### src/rtl/rx_port_arbiter_if.sv
// Handshake bundle between the PHY FIFO status flags, the MAC decoder and the
// receive port arbiter. The arbiter connects through the slave modport.
interface rx_port_arbiter_if;
    logic [3:0] i_fifo_aempty;
    logic       h_fifo_full;
    logic       b_fifo_afull;
    logic       frame_done;
    logic       byte_strobe;
    logic       grant_valid;
    logic [1:0] grant_id;
    logic       grant_start;
    logic       abort;
    logic [7:0] abort_cnt;

    modport slave (
        input  i_fifo_aempty,
        input  h_fifo_full,
        input  b_fifo_afull,
        input  frame_done,
        input  byte_strobe,
        output grant_valid,
        output grant_id,
        output grant_start,
        output abort,
        output abort_cnt
    );

    modport master (
        output i_fifo_aempty,
        output h_fifo_full,
        output b_fifo_afull,
        output frame_done,
        output byte_strobe,
        input  grant_valid,
        input  grant_id,
        input  grant_start,
        input  abort,
        input  abort_cnt
    );
endinterface

### src/rtl/rx_port_arbiter.sv
// Frame-granular round-robin arbiter over four PHY receive FIFOs.
// Define RX_ARB_WATCHDOG_EN to build the stall watchdog (abort / abort_cnt).
module rx_port_arbiter #(
    parameter int WDT_WIDTH = 16,
    parameter int WDT_LIMIT = 3000
) (
    input  logic               clk,
    input  logic               arst_n,
    rx_port_arbiter_if.slave   bus
);

    typedef enum logic [1:0] {
        S_IDLE = 2'd0,
        S_HOLD = 2'd1,
        S_GAP  = 2'd2
    } state_t;

    localparam bit WDT_CFG_OK = (WDT_LIMIT < (1 << WDT_WIDTH));

    state_t     state_r;
    state_t     state_s;
    logic [1:0] rr_ptr_r;
    logic [1:0] rr_ptr_s;
    logic       grant_valid_r;
    logic       grant_valid_s;
    logic [1:0] grant_id_r;
    logic [1:0] grant_id_s;
    logic       grant_start_r;
    logic       grant_start_s;
    logic       abort_r;
    logic       abort_s;
    logic [7:0] abort_cnt_r;
    logic [7:0] abort_cnt_s;

    logic [3:0] ready_s;
    logic       eligible_s;
    logic [1:0] pick_s;
    logic       expire_s;
    logic       release_s;
    logic       abort_ev_s;
    logic       unused_s;

    assign ready_s    = ~bus.i_fifo_aempty;
    assign eligible_s = (bus.h_fifo_full == 1'b0) && (bus.b_fifo_afull == 1'b0) && (ready_s != 4'b0000);

    // Rotating search: scanning offsets high to low leaves the lowest offset from rr_ptr as winner
    always_comb begin
        pick_s = rr_ptr_r;
        for (int k = 3; k >= 0; k--) begin
            if (ready_s[rr_ptr_r + 2'(k)]) begin
                pick_s = rr_ptr_r + 2'(k);
            end else begin
                pick_s = pick_s;
            end
        end
    end

`ifdef RX_ARB_WATCHDOG_EN
    logic [WDT_WIDTH-1:0] wdt_r;
    logic [WDT_WIDTH-1:0] wdt_s;

    assign expire_s = (state_r == S_HOLD) && (wdt_r == WDT_WIDTH'(WDT_LIMIT));
    assign unused_s = WDT_CFG_OK;

    // Watchdog next value: counts idle hold cycles, restarted by every consumed byte
    always_comb begin
        wdt_s = '0;
        if ((state_r == S_HOLD) && !release_s) begin
            if (bus.byte_strobe) begin
                wdt_s = '0;
            end else begin
                wdt_s = wdt_r + WDT_WIDTH'(1);
            end
        end else begin
            wdt_s = '0;
        end
    end

    // Watchdog counter register
    always_ff @(posedge clk or negedge arst_n) begin
        if (!arst_n) begin
            wdt_r <= '0;
        end else begin
            wdt_r <= wdt_s;
        end
    end
`else
    assign expire_s = 1'b0;
    assign unused_s = bus.byte_strobe ^ WDT_CFG_OK;
`endif

    // frame_done has priority over a coincident expiry, so no abort in that case
    assign release_s  = (state_r == S_HOLD) && (bus.frame_done || expire_s);
    assign abort_ev_s = (state_r == S_HOLD) && !bus.frame_done && expire_s;

    // State register
    always_ff @(posedge clk or negedge arst_n) begin
        if (!arst_n) begin
            state_r <= S_IDLE;
        end else begin
            state_r <= state_s;
        end
    end

    // Next-state logic
    always_comb begin
        state_s = state_r;
        case (state_r)
            S_IDLE: begin
                if (eligible_s) begin
                    state_s = S_HOLD;
                end else begin
                    state_s = S_IDLE;
                end
            end
            S_HOLD: begin
                if (release_s) begin
                    state_s = S_GAP;
                end else begin
                    state_s = S_HOLD;
                end
            end
            S_GAP:   state_s = S_IDLE;
            default: state_s = S_IDLE;
        endcase
    end

    // Output logic: next values of the registered outputs and the rotation pointer
    always_comb begin
        grant_valid_s = (state_s == S_HOLD);
        grant_start_s = (state_r == S_IDLE) && eligible_s;
        abort_s       = abort_ev_s;
        if (grant_start_s) begin
            grant_id_s = pick_s;
        end else begin
            grant_id_s = grant_id_r;
        end
        if (release_s) begin
            rr_ptr_s = grant_id_r + 2'd1;
        end else begin
            rr_ptr_s = rr_ptr_r;
        end
        if (abort_ev_s && (abort_cnt_r != 8'hFF)) begin
            abort_cnt_s = abort_cnt_r + 8'd1;
        end else begin
            abort_cnt_s = abort_cnt_r;
        end
    end

    // Output and pointer registers
    always_ff @(posedge clk or negedge arst_n) begin
        if (!arst_n) begin
            grant_valid_r <= 1'b0;
            grant_id_r    <= 2'd0;
            grant_start_r <= 1'b0;
            abort_r       <= 1'b0;
            abort_cnt_r   <= 8'd0;
            rr_ptr_r      <= 2'd0;
        end else begin
            grant_valid_r <= grant_valid_s;
            grant_id_r    <= grant_id_s;
            grant_start_r <= grant_start_s;
            abort_r       <= abort_s;
            abort_cnt_r   <= abort_cnt_s;
            rr_ptr_r      <= rr_ptr_s;
        end
    end

    assign bus.grant_valid = grant_valid_r;
    assign bus.grant_id    = grant_id_r;
    assign bus.grant_start = grant_start_r;
    assign bus.abort       = abort_r;
    assign bus.abort_cnt   = abort_cnt_r;

endmodule

### src/flat_wrapper.sv
// flat-port wrapper written by rule: the top's interface ports become plain ports
module rx_port_arbiter_flat 
#(
    parameter int WDT_WIDTH = 16,
    parameter int WDT_LIMIT = 3000
)
  (clk, arst_n, bus_i_fifo_aempty, bus_h_fifo_full, bus_b_fifo_afull, bus_frame_done, bus_byte_strobe, bus_grant_valid, bus_grant_id, bus_grant_start, bus_abort, bus_abort_cnt);
  rx_port_arbiter_if bus_i ();
  input  logic clk;
  input  logic arst_n;
  input wire logic [$bits(bus_i.i_fifo_aempty)-1:0] bus_i_fifo_aempty;
  input wire logic [$bits(bus_i.h_fifo_full)-1:0] bus_h_fifo_full;
  input wire logic [$bits(bus_i.b_fifo_afull)-1:0] bus_b_fifo_afull;
  input wire logic [$bits(bus_i.frame_done)-1:0] bus_frame_done;
  input wire logic [$bits(bus_i.byte_strobe)-1:0] bus_byte_strobe;
  output wire logic [$bits(bus_i.grant_valid)-1:0] bus_grant_valid;
  output wire logic [$bits(bus_i.grant_id)-1:0] bus_grant_id;
  output wire logic [$bits(bus_i.grant_start)-1:0] bus_grant_start;
  output wire logic [$bits(bus_i.abort)-1:0] bus_abort;
  output wire logic [$bits(bus_i.abort_cnt)-1:0] bus_abort_cnt;
  assign bus_i.i_fifo_aempty = bus_i_fifo_aempty;
  assign bus_i.h_fifo_full = bus_h_fifo_full;
  assign bus_i.b_fifo_afull = bus_b_fifo_afull;
  assign bus_i.frame_done = bus_frame_done;
  assign bus_i.byte_strobe = bus_byte_strobe;
  assign bus_grant_valid = bus_i.grant_valid;
  assign bus_grant_id = bus_i.grant_id;
  assign bus_grant_start = bus_i.grant_start;
  assign bus_abort = bus_i.abort;
  assign bus_abort_cnt = bus_i.abort_cnt;
  rx_port_arbiter #(.WDT_WIDTH(WDT_WIDTH), .WDT_LIMIT(WDT_LIMIT)) u_core (.clk(clk), .arst_n(arst_n), .bus(bus_i));
endmodule
### config.mk
export PLATFORM = sky130hd
export DESIGN_NAME = rx_port_arbiter_flat
export DESIGN_NICKNAME = d
export VERILOG_FILES = /design/src/rtl/rx_port_arbiter_if.sv /design/src/rtl/rx_port_arbiter.sv /design/src/flat_wrapper.sv
export SDC_FILE = /design/constraint.sdc
export NUM_CORES = 1
export LEC_CHECK = 0
export CAP_MARGIN = 10
export CELL_PAD_IN_SITES_DETAIL_PLACEMENT = 0
export CELL_PAD_IN_SITES_GLOBAL_PLACEMENT = 1
export CORE_ASPECT_RATIO = 1.4
export CORE_UTILIZATION = 24
export CTS_CLUSTER_DIAMETER = 80
export DETAILED_ROUTE_END_ITERATION = 6
export PLACE_DENSITY_LB_ADDON = 0.15
export SYNTH_ARGS = -nofsm -noshare
export SYNTH_HDL_FRONTEND = slang
export SYNTH_SLANG_ARGS = --single-unit
### constraint.sdc
create_clock -name clk -period 1.4 [get_ports clk]
set_clock_uncertainty 0.2 [all_clocks]
set_input_delay 0.28 -clock clk [delete_from_list [all_inputs] [get_ports clk]]
set_output_delay 0.28 -clock clk [all_outputs]
set_load 0.02 [all_outputs]
Word-level counts from Yosys, hierarchy flattened
Index checks and enable logic that the tools add are counted.

Flip-flop bits (word level): 8. Input port bits: 10. Logic and storage cells: 39.

$add $sub $neg: 4. Magnitude comparators: 4. Eq/ne operators: 2. Multiplexer cells: 15. Bitwise gates (word level): 3. Reductions and logical operators: 6.

Operators with widths (count): 2-bit by 3-bit < comparator with 1-bit output, second input constant (4); 2-bit 2-to-1 mux (5); 1-bit binary-select mux with 2-bit select (4); 1-bit 2-to-1 mux (5); 2-bit by 1-bit adder with 2-bit output, second input constant (2); 2-bit adder, second input constant (2); 2-bit by 1-bit equality test with 1-bit output, second input constant (2); 1-bit logical AND (4); 4-bit inverter (1); 2-bit one-hot mux with 2 select lines (1); 4-bit nonzero test (1); 2-bit zero test (1); 1-bit inverter (2).

Longest topological paths before layout
Gate-level depths: netlist (run 1).

Depth after elaboration: 7. Gate-level depth with buffers: 4. Gate-level depth less buffers: 4.

Worst setup path before layout (run 1)
OpenSTA, ideal clock, no wires.

Path kind: register -> register. Start: reg u_core.state_r[1]. End: reg u_core.grant_id_r[0] (netlist: u_core.bus.grant_id[0]). Library setup time: 0.122 ns. Arrival: 1.014 ns. Path slack: 0.065 ns. Stages on the path, launching flop included: 4. Clock period less this slack: 1.335 ns. Cell sequence: dfrtp_1 -> nor4_4 -> o21ai_2 -> a32o_1.

Longest elaborated chain between the ends: 2.

Ends and longest elaborated chain: start, declared (line rx_port_arbiter.sv:20) `state_t state_r;`; start signal, assigned (line rx_port_arbiter.sv:101) `state_r <= state_s;`; 2-bit zero test (line rx_port_arbiter.sv:131) `grant_start_s = (state_r == S_IDLE) && eligible_s;`; 1-bit logical AND (line rx_port_arbiter.sv:131); end signal, assigned (line rx_port_arbiter.sv:161) `grant_id_r <= grant_id_s;`; end, declared (line rx_port_arbiter.sv:26) `logic [1:0] grant_id_r;`.

Every way passes these cells. A chain may end at the register's enable or synchronous reset.

Final worst setup path (run 1)
Start: in bus_i_fifo_aempty[3]. End: reg u_core.grant_id_r[0] (netlist: u_core.bus.grant_id[0]).

Longest elaborated chain between the ends: 7. Elaborated cells between the ends (all ways): 16. Classes of those cells: 12 x mux; 1 x bitwise; 3 x reduce/logical.

Ends and longest elaborated chain: start, declared (line flat_wrapper.sv:11) `input wire logic [$bits(bus_i.i_fifo_aempty)-1:0] bus_i_fifo_aempty;`; 4-bit inverter * (line rx_port_arbiter.sv:43) `assign ready_s = ~bus.i_fifo_aempty;`; 1-bit binary-select mux with 2-bit select (line rx_port_arbiter.sv:50) `if (ready_s[rr_ptr_r + 2'(k)]) begin`; 1-bit 2-to-1 mux (not written as such) (line rx_port_arbiter.sv:50); 2-bit 2-to-1 mux (4 in a row) (line rx_port_arbiter.sv:50).

Mark *: on every way between the ends. The rest lies on a longest branch, timed or not. The select of a mux whose other input is x is not followed.

==> impl_metrics.env, run 1 <==
export IMPL_status="complete, but fails checks"
export IMPL_violations="DRC"
export IMPL_initial_utilization=0.2557
export IMPL_p_clk_frac=0.194
export IMPL_power_switching_w=0.0003198
export IMPL_place_hpwl_microns=768.5
export IMPL_viasPerCell=4.189
export IMPL_synth_ff_latch_count=8
export IMPL_switching_share=0.3559
export IMPL_routed_wl_microns=970
export IMPL_io_buffers=12
export IMPL_syn_area_sq_um=449.2
export IMPL_ctsHoldBuffers=0
export IMPL_worst_path_max_fanout=3
export IMPL_clk_pin_slew_ps=60
export IMPL_hold_violations=0
export IMPL_die_h_microns=53.19
export IMPL_grt_max_degree=9
export IMPL_antenna_found_initial=0
export IMPL_cts_max_path_buffers=2
export IMPL_coreArea_sq_um=1757
export IMPL_cts_sinks=8
export IMPL_cts_buffers_inserted=3
export IMPL_maxSlewViolCount=0
export IMPL_path_class="in2reg"
export IMPL_fin_nets=82
export IMPL_synth_seq_area_share=0.4457
export IMPL_htree_levels=1
export IMPL_drive_gt1_frac=0.2714
export IMPL_clock_latency_ps=250
export IMPL_setup_viol=0
export IMPL_route_detailed_drc=1
export IMPL_crit_chain="clkdlybuf4s50_1 > inv_1 > o221ai_1 > o21ai_1 > a32o_1"
export IMPL_intPower_w=0.0005788
export IMPL_multi_input_area_sq_um=203.9
export IMPL_grt_pass1_vias=383
export IMPL_via_count=377
export IMPL_antenna_cells=0
export IMPL_seqPwrFrac=0.387
export IMPL_path_delay_family="buffers and inverters"
export IMPL_synth_cell_type_count=17
export IMPL_arrival_ps=1330
export IMPL_worst_hold_slack_ps=112.0
export IMPL_cts_root_buffer="clkbuf_4"
export IMPL_pin_count=23
export IMPL_cp_end_kind="register"
export IMPL_min_period_ps=1394
export IMPL_finalPower_w=0.0008986
export IMPL_routabilityCongestion=0.6525
export IMPL_register_area_sq_um=200.2
export IMPL_die_w_microns=38.56
export IMPL_yosysWarnings=0
export IMPL_p_per_area_nw_per_um2=1411
export IMPL_cp_num_buf_inv=2
export IMPL_grt_pass1_wl_microns=1545
export IMPL_setup_ws_ps=5.859
export IMPL_wl_per_cell_microns=10.78
export IMPL_peakVddDrop_mv=0.5727
export IMPL_area_growth_pct=41.78
export IMPL_rsz0062_at_grt="yes"
export IMPL_grt_overflow_total=0
export IMPL_die_area_sq_um=2051
export IMPL_ant_nets=0
export IMPL_period_share=0.9958
export IMPL_dr_first_iter_drc_count=7
export IMPL_critPathRequiredTime_ps=1340
export IMPL_cp_start_kind="primary input"
export IMPL_synthCells=47
export IMPL_min_delay_path_class="in2async"
export IMPL_cpMaxStageDelayCell="clkdlybuf4s50_1"
export IMPL_fmax_ghz=0.7173
export IMPL_dr_pass1_iters=6
export IMPL_cpPeakStageDelay_ps=510
export IMPL_pwr_share_comb=0.419
export IMPL_leakagePower_nw=0.3364
export IMPL_synth_area_per_cell_sq_um=9.557
export IMPL_cts_tree="done"
export IMPL_grt_usage=0.1144
export IMPL_mostFrequentLayoutCells="conb_1, buf_4, dfrtp_1, nand2_1, o21ai_1"
export IMPL_fp_row_count=18
export IMPL_drv_cap=0
export IMPL_pre_cts_ws_ps=-366.1
export IMPL_fillers=195
layer usage:
layer / global-route usage / share of wire / vias to the layer above / wire (microns)
met5: 0 / 0 / - / 0
met4: 0.08621 / 0 / 0 / 0
met3: 0.02101 / 0.053 / 0 / 51
met2: 0.1861 / 0.56 / 9 / 541
met1: 0.1263 / 0.39 / 179 / 377
li1: - / - / 189 / -
layout make-up:
class,instances,share of cell area
clock buffer,3,0.03536
inverter,4,0.02358
multi-input combinational,34,0.3202
sequential,8,0.3143
tap,20,0.03929
timing repair buffer,21,0.2672
cell usage after synthesis:
library cell | number | area share
a32o_1 | 1 | 0.022
o31ai_2 | 1 | 0.028
nand2_1 | 6 | 0.050
inv_1 | 4 | 0.033
dfrtp_1 | 8 | 0.45
nand2b_1 | 1 | 0.014
o21ai_1 | 4 | 0.045
xnor2_1 | 1 | 0.020
nand3b_1 | 1 | 0.017
o221ai_1 | 1 | 0.020
buf_4 | 9 | 0.15
nor4_4 | 1 | 0.047
o21ai_0 | 4 | 0.045
a21oi_1 | 2 | 0.022
conb_1 | 1 | 0.0083
o21ai_2 | 1 | 0.020
or2_1 | 1 | 0.014
logic make-up (layout without fill, tap and decap cells):
kind of cell	Yosys count	in the layout	synth area share
buffers and inverters	13	28	0.1838
and+or+nand+nor	10	10	0.1421
xor gates and xnor gates	1	1	0.01950
other	1	9	0.008349
DFF	8	8	0.4457
AOI/OAI and AO/OA	14	14	0.2006
final timing paths:
kind	slack [ps]	cells after the start	endpoint	startpoint
max in group asynchronous	620	1	u_core.bus.grant_id[0]$_DFFE_PN0P_	arst_n
worst min register to register	370	2	u_core.rr_ptr_r[0]$_DFFE_PN0P_	u_core.bus.grant_id[0]$_DFFE_PN0P_
worst max register to register	6	3	u_core.bus.grant_id[0]$_DFFE_PN0P_	u_core.state_r[0]$_DFF_PN0_
worst min-delay path	110	1	u_core.bus.grant_valid$_DFF_PN0_	arst_n
min in group clk	230	4	u_core.bus.grant_id[1]$_DFFE_PN0P_	bus_b_fifo_afull
worst max-delay path	6	5	u_core.bus.grant_id[0]$_DFFE_PN0P_	bus_i_fifo_aempty[3]
timing repair:
action                     4_1_cts  5_1_grt
gates cloned                     0        0
setup buffers                    1        0
hold endpoints to repair         0        0
pin swaps                        2        1
gates resized for setup         13        8
setup endpoints to repair        7        9
power groups by stage:
stage / logic [W] / clock network (W) / registers (W)
after global routing: 0.000416 / 0.000205 / 0.000357
after floorplan: 0.000171 / 0 / 0.000395
final: 0.000377 / 0.000174 / 0.000348
after global placement: 0.000405 / 0 / 0.000354
after detailed placement: 0.000406 / 0 / 0.000354
after CTS: 0.000399 / 0.000187 / 0.000351
registers in the layout, summed over array words and instances (netlist names):
register	flops
u_core.bus.grant_id	2
u_core.bus.grant_valid	1
u_core.rr_ptr_r	2
u_core.state_r	2
u_core.bus.grant_start	1
stage by stage:
step | cell area, sq um | setup TNS (ps) | std cells | utilization
floorplan | 479.2 | 0 | 55 | -
CTS | 646.9 | -29.33 | 90 | 0.3682
finish | 636.9 | 0 | 90 | 0.3625
global route | 636.9 | -102.9 | 90 | 0.3625
detailed placement | 616.8 | -1649 | 86 | 0.3511
global placement | 616.8 | -1527 | 86 | 0.3511
Note: power is estimated with default switching activity, not from simulation.
==> run 2: changes to the inputs <==
GPL_ROUTABILITY_DRIVEN = 1   (was not set)
PLACE_DENSITY = 0.72   (was not set)
PLACE_DENSITY_LB_ADDON = not set   (was 0.15)
SKIP_CTS_REPAIR_TIMING = 1   (was not set)
==> run 2 against run 1 <==
Effect of this change:
- the flow finishes with violations (DRC, setup timing)
- die area unchanged
- via count increased by 1.1%
- maximum frequency down 2.0%
- total power grew 5.3%
- critical path depth is 2 lower
- combinational power rose by 13%
- worst hold slack got worse by 1.4 ps
- sequential cell count unchanged
- core utilization increased by 3.8 points
- global-route usage is 1.1 points lower
- wire length decreased by 0.62%
- clock power shrank 2%
- critical path type is now reg2reg
- largest cell class is now non-clock buffers
==> impl_metrics.env, run 2 (synthesized netlist as in run 1, its figures left out) <==
export IMPL_final_common_cell="buf_4"
export IMPL_die_h_microns=53.19
export IMPL_wl_per_cell_microns=10.37
export IMPL_rrSetupSlack_ps=-20
export IMPL_period_share=1.016
export IMPL_die_area_sq_um=2051
export IMPL_cts_tree="done"
export IMPL_fmax_ghz=0.7030
export IMPL_cp_start_kind="register"
export IMPL_io_buffers=12
export IMPL_via_count=381
export IMPL_viasPerCell=4.097
export IMPL_routabilityCongestion=0.7026
export IMPL_place_hpwl_microns=729
export IMPL_status="complete, but fails checks"
export IMPL_clk_pin_slew_ps=60
export IMPL_drv_cap=0
export IMPL_cts_sinks=8
export IMPL_hold_violations=0
export IMPL_setup_viol=1
export IMPL_ant_nets=0
export IMPL_fin_nets=85
export IMPL_worst_path_max_fanout=5
export IMPL_grt_pass1_wl_microns=1435
export IMPL_min_delay_path_class="in2async"
export IMPL_fillers=187
export IMPL_multi_input_area_sq_um=205.2
export IMPL_htree_levels=1
export IMPL_pin_count=23
export IMPL_fin_cells=93
export IMPL_arrival_ps=1350
export IMPL_grt_pass1_vias=334
export IMPL_maxSlewViolCount=0
export IMPL_antenna_cells=0
export IMPL_clock_latency_ps=240
export IMPL_p_per_area_nw_per_um2=1345
export IMPL_grt_overflow_total=0
export IMPL_grt_max_degree=9
export IMPL_register_area_sq_um=200.2
export IMPL_worst_hold_slack_ps=110.5
export IMPL_critPathRequiredTime_ps=1330
export IMPL_rsz0062_at_grt="yes"
export IMPL_cts_root_buffer="clkbuf_4"
export IMPL_dr_pass1_iters=6
export IMPL_setup_ws_ps=-22.41
export IMPL_grt_usage=0.1033
export IMPL_min_period_ps=1422
export IMPL_cts_max_path_buffers=2
export IMPL_path_class="reg2reg"
export IMPL_peakVddDrop_mv=0.5949
export IMPL_mostFrequentLayoutCells="buf_4, dlymetal6s2s_1, conb_1, dfrtp_1"
export IMPL_dr_first_iter_drc_count=2
export IMPL_route_detailed_drc=1
export IMPL_cp_end_kind="register"
export IMPL_final_util=0.4003
export IMPL_antenna_found_initial=0
export IMPL_routed_wl_microns=964
export IMPL_fp_row_count=18
export IMPL_area_growth_pct=56.55
export IMPL_initial_utilization=0.2557
export IMPL_leakagePower_nw=0.4405
export IMPL_die_w_microns=38.56
export IMPL_placed_cells=86
export IMPL_violations="DRC, setup timing"
export IMPL_coreArea_sq_um=1757
export IMPL_cts_buffers_inserted=3
export IMPL_drive_gt1_frac=0.2603
export IMPL_pre_cts_ws_ps=-338.7
==> run 2: changes by cell type in the layout (fill, tap and decap cells not counted) <==
| cell | change |
|---|---|
| dlymetal6s2s_1 | +8 |
| buf_4 | +3 |
| buf_2 | -2 |
| clkbuf_2 | -2 |
| clkdlybuf4s50_1 | -2 |
| dlygate4sd2_1 | -2 |
| a32o_1 | -1 |
| a32o_2 | +1 |
==> run 2: routing by layer <==
layer,global-route usage,vias up,wire length [microns]
met3,0.01261,2,46
met5,0,-,0
met4,0.08621,0,15
met1,0.1207,174,401
li1,-,196,-
met2,0.1611,9,500
==> run 2: stage by stage <==
| step | cell area, sq um | TNS [ps] | power, W |
|---|---|---|---|
| final | 703.2 | -22.41 | 0.0009459 |
| after global routing | 703.2 | -62.91 | 0.001020 |
| after CTS | 639.4 | -1206 | 0.0009355 |
| after detailed placement | 616.8 | -1460 | 0.0007594 |
| after global placement | 616.8 | -1407 | 0.0007534 |
| after floorplan | 479.2 | 0 | 0.0005666 |
==> run 2: report_power, final <==
group	leakage [nW]	internal (W)	switching, W
clock	0.0138	0.0000977	0.0000719
combinational	0.324	0.000229	0.000197
sequential	0.103	0.000297	0.0000541
==> run 2: final timing paths <==
kind                                                     from  cells after the start                            endpoint
max                               u_core.state_r[0]$_DFF_PN0_                      3  u_core.bus.grant_id[0]$_DFFE_PN0P_
min in group clk                             bus_b_fifo_afull                      4  u_core.bus.grant_id[1]$_DFFE_PN0P_
max reg2reg                       u_core.state_r[0]$_DFF_PN0_                      3  u_core.bus.grant_id[0]$_DFFE_PN0P_
min                                                    arst_n                      1         u_core.state_r[0]$_DFF_PN0_
min reg2reg                u_core.bus.grant_id[0]$_DFFE_PN0P_                      2      u_core.rr_ptr_r[0]$_DFFE_PN0P_
max in group asynchronous                              arst_n                      1  u_core.bus.grant_id[1]$_DFFE_PN0P_
==> run 2: critical path: stages (launching register included) <==
cell     delay [ps]
dfrtp_1         410
nor4_4          330
o21ai_4         120
a32o_2          240
==> run 2: layout make-up <==
cell class,instances,share of cell area
timing repair buffer,24,0.3345
multi-input combinational,34,0.2918
clock buffer,3,0.03203
tap,20,0.03559
sequential,8,0.2847
inverter,4,0.02135
